[src/rtl/hazard_pkg.sv]
// Shared types, defaults and helpers for the
// forwarding / interlock controller.
package hazard_pkg;

    localparam int DEF_NUM_SRC   = 2;
    localparam int DEF_REG_AW    = 5;
    localparam int DEF_FWD_DEPTH = 2;
    localparam int DEF_LAT_W     = 2;
    localparam int DEF_SEL_W     = $clog2(DEF_FWD_DEPTH + 1);

    typedef logic [DEF_SEL_W-1:0] fwd_sel_t;

    localparam fwd_sel_t FWD_NONE = '0;

    typedef struct packed {
        logic                  valid;
        logic [DEF_REG_AW-1:0] rd;
        fwd_sel_t              lat;
    } sb_rec_t;

    // 0 means "forwardable from MEM", anything past WB saturates.
    function automatic int clamp_lat(int lat, int depth);
        if (lat < 1) begin
            return 1;
        end
        if (lat > depth) begin
            return depth;
        end
        return lat;
    endfunction

endpackage

[src/rtl/fwd_hazard_ctrl_if.sv]
// ID-side request bundle and EX-side forwarding
// results for fwd_hazard_ctrl.
interface fwd_hazard_ctrl_if
    import hazard_pkg::*;
#(
    parameter int NUM_SRC = DEF_NUM_SRC,
    parameter int REG_AW  = DEF_REG_AW,
    parameter int LAT_W   = DEF_LAT_W,
    parameter int SEL_W   = DEF_SEL_W
) ();

    logic                      id_valid;
    logic [NUM_SRC*REG_AW-1:0] id_rs_addr;
    logic [NUM_SRC-1:0]        id_rs_used;
    logic [REG_AW-1:0]         id_rd_addr;
    logic                      id_rd_we;
    logic [LAT_W-1:0]          id_lat;
    logic                      pipe_hold;
    logic                      flush;
    logic                      stall;
    logic [NUM_SRC-1:0]        id_wb_bypass;
    logic                      ex_valid;
    logic [NUM_SRC*SEL_W-1:0]  ex_fwd_sel;

    modport master (
        output id_valid, id_rs_addr, id_rs_used,
        output id_rd_addr, id_rd_we, id_lat,
        output pipe_hold, flush,
        input  stall, id_wb_bypass, ex_valid, ex_fwd_sel
    );

    modport slave (
        input  id_valid, id_rs_addr, id_rs_used,
        input  id_rd_addr, id_rd_we, id_lat,
        input  pipe_hold, flush,
        output stall, id_wb_bypass, ex_valid, ex_fwd_sel
    );

endinterface

[src/rtl/fwd_hazard_ctrl_fwd_match.sv]
// Per-operand priority search over the in-flight
// destination records: forward select, ready, WB bypass.
module fwd_match
    import hazard_pkg::*;
#(
    parameter int REG_AW    = DEF_REG_AW,
    parameter int FWD_DEPTH = DEF_FWD_DEPTH,
    parameter int SEL_W     = DEF_SEL_W
) (
    input  logic [REG_AW-1:0]                rs_addr,
    input  logic                             rs_used,
    input  logic [FWD_DEPTH:0]               rec_valid,
    input  logic [(FWD_DEPTH+1)*REG_AW-1:0]  rec_rd,
    input  logic [(FWD_DEPTH+1)*SEL_W-1:0]   rec_lat,
    output logic [SEL_W-1:0]                 sel,
    output logic                             ready,
    output logic                             wb_bypass
);

    logic hit;

    // Youngest matching record wins; its next-cycle stage decides.
    always_comb begin
        sel       = SEL_W'(FWD_NONE);
        ready     = 1'b1;
        wb_bypass = 1'b0;
        hit       = 1'b0;
        for (int k = 0; k <= FWD_DEPTH; k++) begin
            if (!hit && rs_used && rs_addr != '0 && rec_valid[k] &&
                rec_rd[k*REG_AW +: REG_AW] == rs_addr) begin
                hit = 1'b1;
                if (k == FWD_DEPTH) begin
                    wb_bypass = 1'b1;
                end else if (k + 1 >= int'(rec_lat[k*SEL_W +: SEL_W])) begin
                    sel = SEL_W'(k + 1);
                end else begin
                    ready = 1'b0;
                end
            end
        end
    end

endmodule

[src/rtl/fwd_hazard_ctrl.sv]
// Forwarding / load-use interlock controller.
// Optional stall_cnt perf counter: define HAZARD_PERF_EN.
module fwd_hazard_ctrl
    import hazard_pkg::*;
#(
    parameter  int NUM_SRC   = DEF_NUM_SRC,
    parameter  int REG_AW    = DEF_REG_AW,
    parameter  int FWD_DEPTH = DEF_FWD_DEPTH,
    parameter  int LAT_W     = DEF_LAT_W,
    localparam int SEL_W     = $clog2(FWD_DEPTH + 1)
) (
    input  logic        clk,
    input  logic        rst,
`ifdef HAZARD_PERF_EN
    output logic [31:0] stall_cnt,
`endif
    fwd_hazard_ctrl_if.slave bus
);

    typedef struct packed {
        logic              valid;
        logic [REG_AW-1:0] rd;
        logic [SEL_W-1:0]  lat;
    } rec_t;

    rec_t rec_q [FWD_DEPTH+1];
    rec_t id_rec;

    logic [FWD_DEPTH:0]              rec_vld;
    logic [(FWD_DEPTH+1)*REG_AW-1:0] rec_rd;
    logic [(FWD_DEPTH+1)*SEL_W-1:0]  rec_lat;

    logic [NUM_SRC*SEL_W-1:0] src_sel;
    logic [NUM_SRC-1:0]       src_rdy;
    logic [NUM_SRC-1:0]       src_byp;
    logic [NUM_SRC*SEL_W-1:0] nxt_sel;
    logic                     stall;
    logic                     issue;
    logic                     ex_valid_q;
    logic [NUM_SRC*SEL_W-1:0] ex_sel_q;

    for (genvar k = 0; k <= FWD_DEPTH; k++) begin : g_flat
        assign rec_vld[k]                  = rec_q[k].valid;
        assign rec_rd[k*REG_AW +: REG_AW]  = rec_q[k].rd;
        assign rec_lat[k*SEL_W +: SEL_W]   = rec_q[k].lat;
    end

    for (genvar i = 0; i < NUM_SRC; i++) begin : g_src
        fwd_match #(
            .REG_AW    (REG_AW),
            .FWD_DEPTH (FWD_DEPTH),
            .SEL_W     (SEL_W)
        ) u_match (
            .rs_addr   (bus.id_rs_addr[i*REG_AW +: REG_AW]),
            .rs_used   (bus.id_rs_used[i]),
            .rec_valid (rec_vld),
            .rec_rd    (rec_rd),
            .rec_lat   (rec_lat),
            .sel       (src_sel[i*SEL_W +: SEL_W]),
            .ready     (src_rdy[i]),
            .wb_bypass (src_byp[i])
        );
    end

    assign stall   = !rst && bus.id_valid && !(&src_rdy);
    assign issue   = bus.id_valid && !stall;
    assign nxt_sel = issue ? src_sel : '0;

    // Record entering EX when ID issues; bubble otherwise.
    always_comb begin
        id_rec       = '0;
        id_rec.valid = issue && bus.id_rd_we && bus.id_rd_addr != '0;
        id_rec.rd    = bus.id_rd_addr;
        id_rec.lat   = SEL_W'(clamp_lat(int'(bus.id_lat), FWD_DEPTH));
    end

    // Scoreboard shift and EX-side registered selects.
    always_ff @(posedge clk) begin
        if (rst) begin
            for (int k = 0; k <= FWD_DEPTH; k++) begin
                rec_q[k] <= '0;
            end
            ex_valid_q <= 1'b0;
            ex_sel_q   <= '0;
        end else if (bus.flush) begin
            rec_q[0] <= '0;
            rec_q[1] <= '0;
            for (int k = 1; k < FWD_DEPTH; k++) begin
                rec_q[k+1] <= rec_q[k];
            end
            ex_valid_q <= 1'b0;
            ex_sel_q   <= '0;
        end else if (!bus.pipe_hold) begin
            rec_q[0] <= id_rec;
            for (int k = 0; k < FWD_DEPTH; k++) begin
                rec_q[k+1] <= rec_q[k];
            end
            ex_valid_q <= issue;
            ex_sel_q   <= nxt_sel;
        end
    end

    assign bus.stall        = stall;
    assign bus.id_wb_bypass = rst ? '0 : src_byp;
    assign bus.ex_valid     = ex_valid_q;
    assign bus.ex_fwd_sel   = ex_sel_q;

`ifdef HAZARD_PERF_EN
    // Saturating count of cycles lost to interlock.
    always_ff @(posedge clk) begin
        if (rst) begin
            stall_cnt <= '0;
        end else if (stall && !bus.pipe_hold && !bus.flush &&
                     stall_cnt != 32'hFFFF_FFFF) begin
            stall_cnt <= stall_cnt + 32'd1;
        end
    end
`endif

endmodule

[src/flat_wrapper.sv]
// flat-port wrapper written by rule: the top's interface ports become plain ports
module fwd_hazard_ctrl_flat import hazard_pkg::*;
#(
    parameter  int NUM_SRC   = DEF_NUM_SRC,
    parameter  int REG_AW    = DEF_REG_AW,
    parameter  int FWD_DEPTH = DEF_FWD_DEPTH,
    parameter  int LAT_W     = DEF_LAT_W,
    localparam int SEL_W     = $clog2(FWD_DEPTH + 1)
)
  (clk, rst, bus_id_valid, bus_id_rs_addr, bus_id_rs_used, bus_id_rd_addr, bus_id_rd_we, bus_id_lat, bus_pipe_hold, bus_flush, bus_stall, bus_id_wb_bypass, bus_ex_valid, bus_ex_fwd_sel);
  fwd_hazard_ctrl_if #(.NUM_SRC(NUM_SRC), .REG_AW(REG_AW), .LAT_W(LAT_W), .SEL_W((2))) bus_i ();
  input  logic clk;
  input  logic rst;
  input wire logic [$bits(bus_i.id_valid)-1:0] bus_id_valid;
  input wire logic [$bits(bus_i.id_rs_addr)-1:0] bus_id_rs_addr;
  input wire logic [$bits(bus_i.id_rs_used)-1:0] bus_id_rs_used;
  input wire logic [$bits(bus_i.id_rd_addr)-1:0] bus_id_rd_addr;
  input wire logic [$bits(bus_i.id_rd_we)-1:0] bus_id_rd_we;
  input wire logic [$bits(bus_i.id_lat)-1:0] bus_id_lat;
  input wire logic [$bits(bus_i.pipe_hold)-1:0] bus_pipe_hold;
  input wire logic [$bits(bus_i.flush)-1:0] bus_flush;
  output wire logic [$bits(bus_i.stall)-1:0] bus_stall;
  output wire logic [$bits(bus_i.id_wb_bypass)-1:0] bus_id_wb_bypass;
  output wire logic [$bits(bus_i.ex_valid)-1:0] bus_ex_valid;
  output wire logic [$bits(bus_i.ex_fwd_sel)-1:0] bus_ex_fwd_sel;
  assign bus_i.id_valid = bus_id_valid;
  assign bus_i.id_rs_addr = bus_id_rs_addr;
  assign bus_i.id_rs_used = bus_id_rs_used;
  assign bus_i.id_rd_addr = bus_id_rd_addr;
  assign bus_i.id_rd_we = bus_id_rd_we;
  assign bus_i.id_lat = bus_id_lat;
  assign bus_i.pipe_hold = bus_pipe_hold;
  assign bus_i.flush = bus_flush;
  assign bus_stall = bus_i.stall;
  assign bus_id_wb_bypass = bus_i.id_wb_bypass;
  assign bus_ex_valid = bus_i.ex_valid;
  assign bus_ex_fwd_sel = bus_i.ex_fwd_sel;
  fwd_hazard_ctrl #(.NUM_SRC(NUM_SRC), .REG_AW(REG_AW), .FWD_DEPTH(FWD_DEPTH), .LAT_W(LAT_W)) u_core (.clk(clk), .rst(rst), .bus(bus_i));
endmodule
[config.mk]
export PLATFORM = sky130hd
export DESIGN_NAME = fwd_hazard_ctrl_flat
export DESIGN_NICKNAME = d
export VERILOG_FILES = /design/src/rtl/hazard_pkg.sv /design/src/rtl/fwd_hazard_ctrl_if.sv /design/src/rtl/fwd_hazard_ctrl_fwd_match.sv /design/src/rtl/fwd_hazard_ctrl.sv /design/src/flat_wrapper.sv
export SDC_FILE = /design/constraint.sdc
export NUM_CORES = 1
export LEC_CHECK = 0
export BUFFER_PORTS_ARGS = -buffer_cell sky130_fd_sc_hd__clkbuf_2
export CORE_UTILIZATION = 42
export CTS_BUF_LIST = sky130_fd_sc_hd__clkbuf_16
export CTS_CLUSTER_DIAMETER = 120
export DETAILED_ROUTE_END_ITERATION = 8
export GPL_ROUTABILITY_DRIVEN = 0
export HOLD_SLACK_MARGIN = 0.06
export PLACE_DENSITY = 0.65
export SLEW_MARGIN = 20
export SYNTH_ARGS = -nofsm -noshare
export SYNTH_HDL_FRONTEND = slang
export SYNTH_SLANG_ARGS = --single-unit
[constraint.sdc]
create_clock -name clk -period 1.8 [get_ports clk]
set_input_delay 0.09 -clock clk [delete_from_list [all_inputs] [get_ports clk]]
set_output_delay 0.09 -clock clk [all_outputs]
set_load 0.005 [all_outputs]
* After elaboration in Yosys (flattened, before gate mapping)
Memory sizes are Yosys's and may differ from the RTL's. Cells that the tools add are included.
Cells by class: order comparisons 4, equality and inequality tests 6, muxes and demuxes 44, bitwise logic cells 6, reductions and logical operators 39
Operators by type and width (count):
- two-way mux 8 bit | 6
- equality test 5 bit | 6
- two-way mux 1 bit | 29
- logical AND 1 bit | 27
- two-way mux 2 bit | 8
- nonzero test 5 bit | 3
- zero test 1 bit | 7
- bitwise OR 1 bit | 6
- two-way mux 4 bit | 1
- greater-or-equal comparator 1 x 2 -> 1 bit (first input constant) | 1
- greater-or-equal comparator 2 bit (first input constant) | 1
- greater-than comparator 2 bit (second input constant) | 1
- less-than comparator 2 x 1 -> 1 bit (second input constant) | 1
- AND reduction 2 bit | 1
- OR reduction 2 bit | 1
Storage, ports and cells: flip-flop bits (word level) 5, RAM bits 24, input port bits 25, output and inout port bits 8, logic and storage cells 102, memories kept 1
Memory list:
- u_core.rec_q | words 3, width 8, read ports 3, clocked after Yosys merged registers in 0, wr ports 3, line fwd_hazard_ctrl.sv:26 | rec_t rec_q [FWD_DEPTH+1];

* Logic depth before layout (Yosys ltp)
depth after elaboration 19, gate-level depth with buffers 6, mapped depth without buffers 6

* Cells and area by module
A second synthesis with hierarchy kept.
Second synthesis, totals: cells, all modules 133, area, all modules 1596.5 sq um
Modules (own cells, without submodules):
- fwd_hazard_ctrl | times used 1, cells an instance 71, area an instance 1108.6 sq um, seq. area each 820.8 sq um
- fwd_match | times used 2, cells an instance 31, area an instance 244.0 sq um, seq. area each 0.0 sq um

* Least setup slack after synthesis
No wires, ideal clock.
kind register to register, start point memory u_core.rec_q[0][12] (netlist bit), end point memory u_core.rec_q[0][7] (netlist bit) (data pin), library setup time 260 ps, arrival time 1418 ps, data required time 1540 ps, path slack 122 ps, stages on the path, launching flop included 7, buffers on the path 0, period minus slack after synthesis 1678 ps, cells stage by stage edfxtp_1 > xor2_1 > nor4_1 > and3_1 > nand2_1 > a21bo_4 > nor3b_2
RTL lines (line):
- from (decl) | fwd_hazard_ctrl.sv:26

==> PnR_summary.wiki <==
{| class="wikitable"
! Metric !! Value
|-
| Status || finished with violations
|-
| Violations in the final reports || negative setup slack
|-
| CTS tree || built
|-
| Library cell with the largest summed area after synthesis || sky130_fd_sc_hd__edfxtp_1
|-
| Post-CTS Hold Fix Bufs || 0
|-
| IO Port Bufs || 31
|-
| CTS H-tree depth || 1
|-
| Net count, final || 197
|-
| Growth of design area from synthesis to finish || 26.0%
|-
| Number of cell rows || 21
|-
| Critical path type || reg -> out
|-
| Clock transition time at the flip-flop clock pins of the worst setup and hold paths || 0.07 ns
|-
| Hold Startpoint || bus_id_lat[1]
|-
| Antenna violations before repair || 0
|-
| Arrival time reported for the critical path endpoint || 1.94 ns
|-
| Overall overflow remaining after global route || 0
|-
| Register area share after synthesis || 0.508
|-
| Cell at the root of the clock tree || sky130_fd_sc_hd__clkbuf_16
|-
| RSZ-0062 raised after global routing || yes
|-
| Startpoint of the most critical setup path || u_core.rec_q[0][12]
|-
| Worst hold-check path type || in -> reg
|-
| Vias per cell || 5.19
|-
| Slew at the pin closest to its max-slew limit || 0.830 ns
|-
| Via count of the first global-routing pass || 1,125
|-
| Synthesized area || 1500 sq um
|-
| Number of synthesized flops with an enable pin || 22
|-
| Count of boundary I/O pins || 33
|-
| CP Cell Sequence || xor2_1 -> nor4_1 -> and3_1 -> nand2_2 -> a21bo_4 -> a21oi_2 -> buf_2
|-
| Num Clock Sinks || 27
|-
| Post-DRT Antenna Nets || 0
|-
| Average cell area after synthesis || 11.8 sq um
|-
| Leakage component of the power || 0.770 nW
|-
| Violation count after the first detailed-route iteration || 25
|-
| Rel. slew slack || 0.446
|-
| Synth area leaders || sky130_fd_sc_hd__edfxtp_1 (44%), sky130_fd_sc_hd__xor2_1 (9.4%), sky130_fd_sc_hd__and2_1 (8.8%), sky130_fd_sc_hd__xnor2_1 (8.2%), sky130_fd_sc_hd__dfxtp_1 (6.7%)
|-
| Number of flip-flops and latches in the synthesized netlist || 27
|-
| PnR worst setup slack || -0.227 ns
|-
| Vias after detailed routing || 1,127
|-
| Count of pins over their slew limit || 0
|-
| Warnings from Yosys || 0
|-
| Drc violations || 0
|-
| Tmin final || 2.03 ns
|-
| Maximum number of pins on one net before global-route repair || 23
|-
| Sort of element at the end of the critical path || output pin
|-
| Pwr per Cell Area || 740 nW/um^2
|-
| Share of cells above drive strength 1 || 0.339
|-
| Family of cells with the greatest summed delay on the critical path || simple AND/OR/NAND/NOR gates
|-
| Area of the core region || 3360 sq um
|-
| Final Instance Area || 1890 sq um
|-
| Sort of element at the start of the critical path || register
|-
| First-pass GRT wire length || 4940 um
|-
| Full die area || 3810 sq um
|-
| Top-area cell type share of the netlist area || 0.441
|-
| Worst stage delay on the critical path || 0.43 ns
|-
| Chip height || 61.7 um
|-
| Max Fclk || 493 MHz
|-
| TritonCTS buffer count || 3
|-
| Total Power Consumption || 1.39 mW
|-
| Initial core utilization || 0.445
|-
| Buffer depth of the longest clock path || 2
|-
| DRT Wirelength || 3080 um
|-
| Maximum clock skew at final layout || 0.00454 ns
|-
| Count of max-cap constraint violations || 0
|-
| Critical Path Slowest Stage Cell || sky130_fd_sc_hd__edfxtp_1
|-
| Biggest fanout along the worst timing path || 5
|-
| First drt pass iteration count || 4
|-
| Aggregate global-route resource usage || 0.185
|-
| Per-cell routed wire length || 14.2 um
|-
| R2r startpoint || u_core.rec_q[0][12]
|-
| Post-detailed-placement cell area || 1740 sq um
|-
| Final worst path period share || 1.13
|-
| Count of mapped cells out of synthesis || 127
|-
| Main synth FF type || sky130_fd_sc_hd__edfxtp_1
|-
| Half-perimeter wire length of the detailed placement result || 2370 um
|-
| Post-synthesis async set-or-reset flop share || 0
|-
| Post-Synthesis Net Count || 152
|-
| Total of endpoints with negative setup slack in the final report || 4
|-
| Max IR drop VDD || 0.530 mV
|-
| Endpoints failing hold || 0
|-
| Fill cell instance count of the final layout || 307
|-
| Width of the chip || 61.7 um
|-
| Crit path buffers/inverters || 1
|-
| Final antenna diode count || 0
|-
| Data required time at the worst endpoint || 1.71 ns
|-
| Cell variety after synth || 32
|-
| Later-pin clock latency in the skew report || 0.26 ns
|}
[through the flow]
| stage | util | TNS, ns | hold WS (ns) | setup slack [ns] | instances |
|---|---|---|---|---|---|
| final | 0.561 | -0.434 | 0.115 | -0.227 | 217 |
| after global routing | 0.561 | -1.15 | 0.110 | -0.339 | 217 |
| after CTS | 0.561 | -0.410 | 0.113 | -0.223 | 218 |
| after detailed placement | 0.518 | -0.129 | 0.384 | -0.0679 | 208 |
| after global placement | 0.518 | -0.207 | 0.377 | -0.0858 | 208 |
| after floorplan | - | 0 | 0.267 | 0.122 | 127 |
[logic make-up (layout without fill, tap and decap cells)]
logic type / count (synthesis) / in the layout / share of synthesized area
buffers and inverters: 3 / 47 / 0.00752
and+or+nand+nor: 53 / 53 / 0.224
DFF: 27 / 27 / 0.508
AOI/OAI and AO/OA: 14 / 14 / 0.0844
xor gates and xnor gates: 30 / 30 / 0.176
[cell usage after synthesis (all sizes together), types with 3 or more instances]
master  instances
o21ai           4
edfxtp         22
nor4            5
nand2           7
or4             3
a32o            3
dfxtp           5
xnor2          14
and2           22
nor3b           4
nor3            3
xor2           16
[metal layers]
metal,vias to the layer above,wire [um],global-route usage
li1,549,-,-
met1,535,1450,0.237
met2,36,1450,0.320
met3,7,132,0.0352
met4,0,41,0.0571
met5,-,0,0
[where the power goes]
part	switching, mW	internal (mW)
Sequential	0.0234	0.703
Clock	0.207	0.300
Combinational	0.0824	0.0790
[path summary, 6_finish.rpt]
| path | end | slack (ns) | depth (start not counted) |
|---|---|---|---|
| worst max-delay path | bus_stall | -0.23 | 7 |
| worst min-delay path | u_core.rec_q[0][0] | 0.11 | 2 |
| worst max register to register | u_core.bus.ex_fwd_sel[1] | -0.15 | 9 |
| worst min register to register | u_core.bus.ex_fwd_sel[0] | 0.47 | 1 |
[cells in the final DEF, fill, tap and decap left out, types with 2 or more instances in the layout]
cell type / n
sky130_fd_sc_hd__nor3b_1: 2
sky130_fd_sc_hd__nand2_2: 3
sky130_fd_sc_hd__nor4_1: 5
sky130_fd_sc_hd__buf_2: 2
sky130_fd_sc_hd__nor3_1: 2
sky130_fd_sc_hd__clkbuf_16: 3
sky130_fd_sc_hd__xor2_1: 16
sky130_fd_sc_hd__edfxtp_1: 22
sky130_fd_sc_hd__nand4_1: 2
sky130_fd_sc_hd__and2_1: 21
sky130_fd_sc_hd__nand3_1: 2
sky130_fd_sc_hd__nor2b_1: 2
sky130_fd_sc_hd__nand2_1: 4
sky130_fd_sc_hd__or4_1: 2
sky130_fd_sc_hd__buf_4: 10
sky130_fd_sc_hd__nor3b_2: 2
sky130_fd_sc_hd__clkbuf_2: 29
sky130_fd_sc_hd__a32o_1: 3
sky130_fd_sc_hd__inv_1: 2
sky130_fd_sc_hd__dfxtp_1: 5
sky130_fd_sc_hd__xnor2_1: 14
sky130_fd_sc_hd__and3_1: 2
[cell type report]
type	count	area [sq um]	share of cell area
Timing Repair Buffer	41	230	0.122
Multi-Input combinational cell	97	749	0.397
Clock buffer	3	75.1	0.0398
Clock inverter	1	5.00	0.00265
Sequential cell	27	761	0.403
Inverter	2	7.51	0.00398
Tap cell	46	57.6	0.0305
[state kept, by name (all words and copies together) (netlist names)]
signal                 count
u_core.bus.ex_fwd_sel      4
u_core.bus.ex_valid        1
u_core.rec_q              22
[what timing repair did]
item,CTS,global route
gates resized for setup,5,3
setup buffers,6,0
endpoints found under the setup margin,5,8
pin swaps,9,5
Power figures use the tool's default switching activity.
